===== config.mk =====
export PLATFORM = sky130hd
export DESIGN_NAME = traffic_light
export DESIGN_NICKNAME = d
export VERILOG_FILES = /design/src/rtl/traffic_light.sv
export SDC_FILE = /design/constraint.sdc
export NUM_CORES = 1
export LEC_CHECK = 0
export BUFFER_PORTS_ARGS = -buffer_cell sky130_fd_sc_hd__buf_4
export CORE_AREA = 2 2 39 41
export DETAILED_ROUTE_END_ITERATION = 16
export DIE_AREA = 0 0 41 43
export GPL_ROUTABILITY_DRIVEN = 0
export SYNTH_ARGS = -nofsm -noshare
export SYNTH_HDL_FRONTEND = slang
export SYNTH_SLANG_ARGS = --single-unit

===== constraint.sdc =====
create_clock -name clk -period 2.8 [get_ports clk]
set_input_delay 0.56 -clock clk [delete_from_list [all_inputs] [get_ports clk]]
set_output_delay 0.56 -clock clk [all_outputs]
set_load 0.01 [all_outputs]

===== src/rtl/traffic_light.sv =====
// Fixed-time six-phase T-junction lamp sequencer (M1, M2, turn lane MT, side road S).
// Moore outputs decoded directly from the phase register; no input handshake, runs freely.
module traffic_light #(
    parameter int T_MG = 7,
    parameter int T_Y  = 2,
    parameter int T_TG = 5,
    parameter int T_SG = 3,
    parameter int CW   = 4
) (
    input  logic       clk,
    input  logic       r,
    output logic [2:0] m1,
    output logic [2:0] m2,
    output logic [2:0] mt,
    output logic [2:0] s
);

    typedef enum logic [2:0] {
        S1 = 3'd0,
        S2 = 3'd1,
        S3 = 3'd2,
        S4 = 3'd3,
        S5 = 3'd4,
        S6 = 3'd5
    } state_e;

    localparam logic [2:0] RED = 3'b100;
    localparam logic [2:0] YEL = 3'b010;
    localparam logic [2:0] GRN = 3'b001;

    // Plain vector register so codes 6/7 remain representable and recoverable.
    logic [2:0]    state_q, state_d;
    logic [CW-1:0] cnt_q, cnt_d;
    logic [CW-1:0] last;
    logic [2:0]    next_phase;
    logic          legal;

    always_ff @(posedge clk or negedge r) begin
        if (!r) begin
            state_q <= S1;
            cnt_q   <= '0;
        end else begin
            state_q <= state_d;
            cnt_q   <= cnt_d;
        end
    end

    always_comb begin
        last       = '0;
        next_phase = S1;
        legal      = 1'b1;
        case (state_q)
            S1: begin last = CW'(T_MG - 1); next_phase = S2; end
            S2: begin last = CW'(T_Y - 1);  next_phase = S3; end
            S3: begin last = CW'(T_TG - 1); next_phase = S4; end
            S4: begin last = CW'(T_Y - 1);  next_phase = S5; end
            S5: begin last = CW'(T_SG - 1); next_phase = S6; end
            S6: begin last = CW'(T_Y - 1);  next_phase = S1; end
            default: legal = 1'b0;
        endcase
    end

    always_comb begin
        state_d = state_q;
        cnt_d   = cnt_q + CW'(1);
        if (!legal) begin
            state_d = S1;
            cnt_d   = '0;
        end else if (cnt_q == last) begin
            state_d = next_phase;
            cnt_d   = '0;
        end
    end

    always_comb begin
        m1 = RED;
        m2 = RED;
        mt = RED;
        s  = RED;
        case (state_q)
            S1: begin m1 = GRN; m2 = GRN; end
            S2: begin m1 = GRN; m2 = YEL; end
            S3: begin m1 = GRN; mt = GRN; end
            S4: begin m1 = YEL; mt = YEL; end
            S5: s = GRN;
            S6: s = YEL;
            default: ;
        endcase
    end

endmodule


After elaboration in Yosys (flattened, before gate mapping)
Index checks and enable logic that the tools add are counted.
{"block": "word_totals", "register_bits": 7, "latch_bits": 0, "mem_bits_rw": 0, "rom_bits": 0, "inputBits": 2, "output_inout_bits": 12, "wordCells": 25, "memories": 0}
{"block": "op_classes", "n_addsub": 1, "multipliers": 0, "div_mod_pow": 0, "n_lt_le_gt_ge": 0, "n_eq_ne": 7, "shifts": 0, "mux": 11, "bitwise_logic": 0, "reduce_logical": 4}
{"cell": "$pmux 3 s2", "count": 4}
{"cell": "$pmux 3 s5", "count": 1}
{"cell": "$pmux 3 s4", "count": 1}
{"cell": "$mux 4", "count": 2}
{"cell": "$eq 3x2->1 const B", "count": 2}
{"cell": "$eq 3x3->1 const B", "count": 2}
{"cell": "$mux 3", "count": 2}
{"cell": "$reduce_or 3->1", "count": 2}
{"cell": "$reduce_or 6->1", "count": 1}
{"cell": "$add 4x1->4 const B", "count": 1}
{"cell": "$eq 4x4->1", "count": 1}
{"cell": "$eq 3x1->1 const B", "count": 1}
{"cell": "$logic_not 3->1", "count": 1}
{"cell": "$ne 2x1->1 const B", "count": 1}
{"cell": "$mux 1", "count": 1}

Depth between registers and ports, before layout
Gate-level depths: netlist of the first run.
{"block": "logic_depth", "word_depth": 6, "mapped_depth": 5, "mapped_depth_nobuf": 4}

Worst setup path after synthesis of the first run
OpenSTA, ideal clock, no wires.
{"block": "synth_timing", "kind": "reg-to-output", "startpoint": "register state_q[2]", "endpoint": "output port mt[1]", "arrival_time_ns": 1.149, "setup_slack_ns": 1.091, "path_stages_with_launch": 5, "path_buffers": 2, "path_cell_list": "dfrtp_1 > buf_6 > nand2b_1 > nor2_1 > buf_4"}
{"block": "synth_between", "elab_chain_len": 2}
{"element": "from (decl)", "line_no": "32", "text": "logic [2:0] state_q, state_d;"}
{"element": "from (signal assigned)", "line_no": "43", "text": "state_q <= state_d;"}
{"element": "$eq 3x2->1", "line_no": "80", "text": "case (state_q)"}
{"element": "$pmux 3 s2 (*)", "line_no": "80"}
{"element": "to (decl)", "line_no": "14", "text": "output logic [2:0] mt,"}
Mark *: on every way between the ends. The rest lies on a longest branch, timed or not.

Worst setup path after layout of the first run
{"block": "layout_timing", "startpoint": "register state_q[1]", "endpoint": "output port m2[0]"}
{"block": "layout_between", "elab_chain_len": 2}
{"element": "$eq 3x1->1 or $logic_not 3->1 (tied branches)", "line_no": "80"}
{"element": "$pmux 3 s2 (*)", "line_no": "80"}
{"element": "to (decl)", "line_no": "13", "text": "output logic [2:0] m2,"}
Marked as above.

==> out/metrics.cfg, run 1 <==
[cts]
ctsHoldBuffers = 0
cts-resized-gates = 0
cts_setup_buffers = 0
clk_pin_slew_ns = 0.06
cts_buffers = 3
insertion_delay_ns = 0.26
cts_sinks = 7
cts_htree_levels = 1
cts_buffer_depth = 2
cts_tree = built
cts_root_buf = clkbuf_4

[synth]
syn_inst = 56
netlist.area_leader.share = 0.348
synthTopCellsByArea = dfrtp_1 35%, nor2_1 9.0%, mux2i_1 6.0%, buf_4 4.5%, o32ai_2 3.2%
postSynthAreaPerCell_um2 = 8.98
synth_fp_nets = 59
ys.flop_type = dfrtp_1
ys_seq_area_frac = 0.348
synth-edff-count = 0
ys_warn_count = 0
yosysUniqueCellTypes = 28
netlist_area_um2 = 503
synth_top_cell_by_area = dfrtp_1
async_reset_ff_frac = 1.00
ys_seq_elements = 7

[floorplan]
ios = 14
initial_core_util = 0.363
coreArea_um2 = 1380
die_area_um2 = 1760
die_w_um = 41
rows = 14
die_h_um = 43

[pwr]
power_density_nw_per_um2 = 325
p_leak_nw = 0.308
peakVddDrop_uv = 222
p_total_mw = 0.197

[worst_setup_path]
path_class = register to output port
crit_arrival_ns = 1.36
cp-end-kind = output port
required_ns = 2.24
cp_top_family = flip-flops
critPathSlowestCell = dfrtp_1
path_buf_inv = 1
start_kind = register
crit_chain = or2_2, nor2_1, buf_4
max_stage_delay_ns = 0.49
crit_path_max_fanout = 11

[timing]
rsz0062_at_grt = no
fmax_mhz = 521
whs_ns = 0.0993
setup-violations-final = 0
min_period_ns = 1.92
fin_crit_sh = 0.686
hold_viol = 0
timing.slew.headroom = 0.736
setup_tns_ns = 0
drv_slew = 0
tightest_slew_ns = 0.397
skew_ns = 0.00433

[drt]
vias_per_cell = 5.10
ant_nets = 0
wirelength_um = 959
detail_route.drc_violations = 0
dr.pass1.iters = 3
via_count = 428
wl_per_cell_um = 11.4
drt_iter0_drc = 3

[global_route]
overflow = 0
grt_pass1_wl_um = 1570
grt_max_degree = 13
grt_pass1_vias = 376
track_usage = 0.141
antenna_found_initial = 0

[worst_hold_path]
hold_class = input pin to async pin

[final_layout]
fillers = 139
area_delta_synth_final_pct = 20.4
nets = 72
drive_gt1_frac = 0.368
diodes = 0
final_util = 0.438

[placement]
io_buffers = 13
dp_hpwl_um = 681

[job]
max-cap-violations = 0

[run_status]
outcome = completed

worst register-to-register path, stage by stage, from the launching register on:
cell	delay [ns]
dfrtp_1	0.52
nor3b_2	0.23
o21ai_1	0.09
a31oi_2	0.29
nor2b_1	0.08
layout by cell type (no fill, tap or decap):
master,synthesis,final
nand2_1,4,4
a21oi_1,3,3
clkbuf_4,0,3
nand2b_2,1,1
a21o_2,1,1
mux2i_1,3,3
nor2_1,12,12
inv_1,2,2
a31oi_2,1,1
nor2b_1,1,1
or2b_1,1,1
dfrtp_1,7,7
nand3_1,2,2
clkinv_2,0,1
ha_1,1,1
xnor2_1,1,1
o32ai_2,1,1
a21boi_2,1,1
o21ai_0,1,1
o22ai_1,1,1
nand2b_1,1,1
a22oi_2,1,1
nand3b_1,1,1
buf_4,3,13
nor3b_2,1,1
o21ai_1,1,1
xor2_1,1,1
or2_2,1,1
cell usage after synthesis, types with 2 or more instances:
cell type   n
dfrtp_1     7
a21oi_1     3
nand2_1     4
buf_4       3
mux2i_1     3
nor2_1     12
inv_1       2
nand3_1     2
sequential cells by signal (all words and copies together) (netlist names):
register and flops:
cnt_q 4, state_q 3
area by class of cell:
type / instances / area, µm² / share of cell area
Clock buffer: 3 / 22.5 / 0.0372
Sequential cell: 7 / 175 / 0.289
Multi-Input combinational cell: 42 / 278 / 0.459
Timing Repair Buffer: 13 / 97.6 / 0.161
Tap cell: 16 / 20.0 / 0.0331
Clock inverter: 1 / 5.00 / 0.00826
Inverter: 2 / 7.51 / 0.0124
logic make-up after synthesis:
logic type | share of synthesized area
buf+inv | 0.0995
simple gates | 0.249
compound gates | 0.184
flops | 0.348
xor+xnor | 0.0348
fa+ha+maj | 0.0249
mux | 0.0597
where the power goes:
| part | total, mW | internal, mW | switching (mW) |
|---|---|---|---|
| sequential | 0.101 | 0.101 | 0 |
| combinational | 0.00275 | 0.000939 | 0.00181 |
| clock | 0.0931 | 0.0523 | 0.0407 |
| total | 0.197 | 0.155 | 0.0425 |
per-stage QoR:
| step | worst slack, ns | cell area (µm²) | cells |
|---|---|---|---|
| 2_1_floorplan | 1.09 | 503 | 56 |
| 3_3_place_gp | 1.16 | 578 | 80 |
| 3_5_place_dp | 1.15 | 578 | 80 |
| 4_1_cts | 0.878 | 606 | 84 |
| 5_1_grt | 0.782 | 606 | 84 |
| 6_report | 0.879 | 606 | 84 |
layer usage:
| layer | track usage | wire length [µm] |
|---|---|---|
| met5 | 0 | 0 |
| met4 | 0.153 | 42 |
| met3 | 0.0366 | 41 |
| met2 | 0.191 | 451 |
| met1 | 0.158 | 424 |
path summary, 6_finish.rpt:
path	start	endpoint	slack, ns	depth (start not counted)
worst max-delay path	state_q[1]	m2[0]	0.88	3
worst min-delay path	r	state_q[0]	0.1	1
worst max register to register	state_q[0]	cnt_q[1]	1.48	4
worst min register to register	cnt_q[3]	cnt_q[3]	0.58	2
max in group asynchronous	r	state_q[1]	2.58	1
min in group clk	cnt_q[3]	cnt_q[3]	0.58	2
No activity file was read; power rests on OpenSTA's default activity.
==> inputs of run 2 (changes only) <==
==> constraint.sdc (replaced) <==
create_clock -name clk -period 1.6 [get_ports clk]
set_input_delay 0.32 -clock clk [delete_from_list [all_inputs] [get_ports clk]]
set_output_delay 0.32 -clock clk [all_outputs]
set_load 0.01 [all_outputs]
==> out/metrics.cfg, run 2 (synthesis gave the netlist of run 1 again) <==
[final_layout]
layout_commonest_cell = buf_4
fillers = 143
top_regs = cnt_q (4), state_q (3)
area_delta_synth_final_pct = 28.1
top_register = cnt_q
largest_reg_flops = 4
drive_gt1_frac = 0.417
seq_area_um2 = 178
design_area_um2 = 644
diodes = 0
layout_common_cells = 16 x buf_4, 12 x nor2_1, 5 x dfrtp_1
nets = 76
multiInputGateArea_um2 = 283

[worst_setup_path]
crit_path_max_fanout = 5
cp-end-kind = output port
start_kind = register
crit_arrival_ns = 1.21
required_ns = 1.28
path_class = register to output port

[global_route]
overflow = 0
grtUsageMet3 = 0.0471
use_met1 = 0.199
top_usage_layer = met2
grt_use_met2 = 0.225
grt_max_degree = 12
antenna_found_initial = 0
grt_pass1_wl_um = 1830
track_usage = 0.152
grt_pass1_vias = 429

[floorplan]
die_area_um2 = 1760
die_h_um = 43
ios = 14
rows = 14
die_w_um = 41
coreArea_um2 = 1380
initial_core_util = 0.363

[cts]
cts_htree_levels = 1
cts_buffers = 3
cts_root_buf = clkbuf_4
insertion_delay_ns = 0.25
cts_buffer_depth = 2
clk_pin_slew_ns = 0.05
cts_tree = built
cts_sinks = 7

[pwr]
peakVddDrop_uv = 543
p_leak_nw = 0.323
power_density_nw_per_um2 = 533
p_total_mw = 0.344

[timing]
rsz0062_at_grt = no
fmax_mhz = 656
tightest_slew_ns = 0.306
setup_tns_ns = 0
timing.slew.headroom = 0.796
min_period_ns = 1.53
fin_crit_sh = 0.953
hold_viol = 0
skew_ns = 0.00593
setup-violations-final = 0
whs_ns = 0.423
fin_ws_ns = 0.0749
drv_slew = 0

[drt]
via_count = 430
drt_iter0_drc = 9
ant_nets = 0
detail_route.drc_violations = 0
wirelength_um = 1060
dr.pass1.iters = 4
vias_per_cell = 4.89
wl_per_cell_um = 12.1

[placement]
place_ws_ns = 0.184
dp_hpwl_um = 729
place_area_um2 = 586
io_buffers = 13

[worst_hold_path]
hold_class = input pin to async pin

[run_status]
outcome = completed

[job]
max-cap-violations = 0

## run 2: area by class of cell
cell class	count	area share
Multi-Input combinational cell	42	0.439
Sequential cell	7	0.276
Timing Repair Buffer	17	0.202
Clock buffer	4	0.0408
Tap cell	16	0.0311
Inverter	2	0.0117
## run 2: critical path: stages, from the launching register on
cell     delay (ns)
dfrtp_1        0.43
or2_4          0.29
nor2_1         0.11
buf_4          0.14
## run 2: final timing paths
check                                  end  depth (start not counted)       start  slack (ns)
worst max-delay path                 m2[1]                          3  state_q[1]        0.07
worst min-delay path              cnt_q[2]                          2           r        0.42
worst max register to register    cnt_q[0]                          5  state_q[2]        0.27
worst min register to register    cnt_q[3]                          2    cnt_q[3]        0.58
max in group asynchronous       state_q[2]                          2           r        1.04
min in group clk                  cnt_q[3]                          2    cnt_q[3]        0.58
## run 2: metal layers
metal	part of all wire	wire length, µm
met1	0.43	454
met2	0.53	558
met3	0.045	48
met4	0	0
met5	0	0
## run 2: what timing repair did
item                                    CTS  global route
setup buffers                             2             0
endpoints found under the setup margin    8             4
gates resized for setup                   2             2
hold endpoints to repair                  7             0
hold buffers                              1             0
## run 2: metrics by stage
stage / instances / utilization
after floorplan: 56 / -
final: 88 / 0.466
after CTS: 88 / 0.462
after global routing: 88 / 0.466
after global placement: 81 / 0.423
after detailed placement: 81 / 0.423
## run 2: power breakdown
| group | switching [mW] | total (mW) | leakage, nW | internal [mW] |
|---|---|---|---|---|
| sequential | 0 | 0.177 | 0.0913 | 0.177 |
| combinational | 0.00346 | 0.00669 | 0.217 | 0.00323 |
| clock | 0.0645 | 0.160 | 0.0150 | 0.0951 |
==> inputs of run 3 (changes only) <==
==> constraint.sdc (replaced) <==
create_clock -name clk -period 1.75 [get_ports clk]
set_input_delay 0.35 -clock clk [delete_from_list [all_inputs] [get_ports clk]]
set_output_delay 0.35 -clock clk [all_outputs]
set_load 0.01 [all_outputs]
==> out/metrics.cfg, run 3 (synthesis gave the netlist of run 1 again) <==
[worst_hold_path]
hold_class = input pin to async pin

[timing]
setup-violations-final = 0
min_period_ns = 1.67
whs_ns = 0.442
rsz0062_at_grt = no
skew_ns = 0.00450
fmax_mhz = 599
hold_viol = 0
setup_tns_ns = 0
fin_crit_sh = 0.954
tightest_slew_ns = 0.413
drv_slew = 0
timing.slew.headroom = 0.725

[floorplan]
rows = 14
die_area_um2 = 1760
coreArea_um2 = 1380
initial_core_util = 0.363
die_w_um = 41
ios = 14
die_h_um = 43

[final_layout]
drive_gt1_frac = 0.406
top_regs = cnt_q (4), state_q (3)
diodes = 0
largest_reg_flops = 4
layout_commonest_cell = buf_4
layout_common_cells = 13 x buf_4, 12 x nor2_1, 5 x dfrtp_1
top_register = cnt_q
nets = 73
area_delta_synth_final_pct = 23.4

[pwr]
p_seq_frac = 0.509
peakVddDrop_uv = 357
combPwrFrac = 0.020
internal-power_mw = 0.249
pwr-share-clk = 0.471
swShare = 0.218
p_leak_nw = 0.309
power_density_nw_per_um2 = 512
p_total_mw = 0.318
switchingPower_mw = 0.0692

[drt]
via_count = 436
wl_per_cell_um = 12.2
dr.pass1.iters = 4
wirelength_um = 1040
detail_route.drc_violations = 0
drt_iter0_drc = 5
ant_nets = 0
vias_per_cell = 5.13

[cts]
cts_buffer_depth = 2
cts_tree = built
insertion_delay_ns = 0.26
cts_root_buf = clkbuf_4
cts_htree_levels = 1
cts_sinks = 7
cts_setup_buffers = 0
cts_buffers = 3
clk_pin_slew_ns = 0.06

[worst_setup_path]
max_stage_delay_ns = 0.48
crit_chain = or2_2, nor2_1, buf_4
path_buf_inv = 1
cp.depth = 3
cp_top_family = flip-flops
start_kind = register
rr_worst_depth = 4
path_class = register to output port
critPathSlowestCell = dfrtp_2
crit_arrival_ns = 1.32
required_ns = 1.40
crit_path_max_fanout = 11
cp-end-kind = output port

[placement]
io_buffers = 13
dp_hpwl_um = 681

[global_route]
grt_pass1_vias = 393
track_usage = 0.152
overflow = 0
antenna_found_initial = 0
grt_max_degree = 13
grt_pass1_wl_um = 1700

[run_status]
outcome = completed

[job]
max-cap-violations = 0

==> run 3: worst reg2reg max path, cell delays in order, from the launching register on <==
cell and delay (ns):
dfrtp_1 0.52, nor3b_2 0.23, o21ai_1 0.09, a31oi_2 0.29, nor2b_1 0.08
==> run 3: power by group through the flow <==
stage	sequential [mW]	clock [mW]	combinational, mW
2_1_floorplan	0.165	0	0.000000162
3_3_place_gp	0.165	0	0.00467
3_5_place_dp	0.165	0	0.00470
4_1_cts	0.162	0.155	0.00652
5_1_grt	0.162	0.166	0.00708
6_report	0.162	0.150	0.00635
==> run 3: stage by stage <==
| stage | worst slack (ns) | instances | area (µm²) | util |
|---|---|---|---|---|
| 6_report | 0.0810 | 85 | 621 | 0.448 |
| 4_1_cts | 0.0381 | 85 | 616 | 0.445 |
| 5_1_grt | 0.0206 | 85 | 621 | 0.448 |
| 2_1_floorplan | 0.251 | 56 | 503 | - |
| 3_5_place_dp | 0.315 | 80 | 578 | 0.418 |
| 3_3_place_gp | 0.322 | 80 | 578 | 0.418 |
==> run 3: repair_timing <==
item | 4_1_cts | 5_1_grt
hold buffers | 1 | 0
resized for setup | 0 | 3
endpoints found under the hold margin | 7 | 0
setup endpoints to repair | 0 | 6
==> run 3: final timing paths <==
path	from	to	slack, ns
hold reg to reg	cnt_q[3]	cnt_q[3]	0.58
setup reg to reg	state_q[0]	cnt_q[1]	0.42
hold / removal	r	cnt_q[1]	0.44
min in group clk	cnt_q[3]	cnt_q[3]	0.58
max in group asynchronous	r	state_q[1]	1.17
setup / recovery	state_q[1]	m2[0]	0.08
==> run 3: layout make-up <==
| class | count | area (µm²) |
|---|---|---|
| Clock buffer | 3 | 22.5 |
| Clock inverter | 1 | 5.00 |
| Fill cell | 137 | 763 |
| Inverter | 2 | 7.51 |
| Multi-Input combinational cell | 42 | 280 |
| Sequential cell | 7 | 178 |
| Tap cell | 16 | 20.0 |
| Timing Repair Buffer | 14 | 108 |
==> run 3: metal layers <==
layer  part of all wire  wire, µm  up-vias  global-route usage
met5                  0         0        -                   0
met4              0.041        42        0               0.153
met3              0.048        50        4              0.0366
met2               0.48       494       15               0.213
met1               0.43       449      203               0.171
li1                   -         -      214                   -
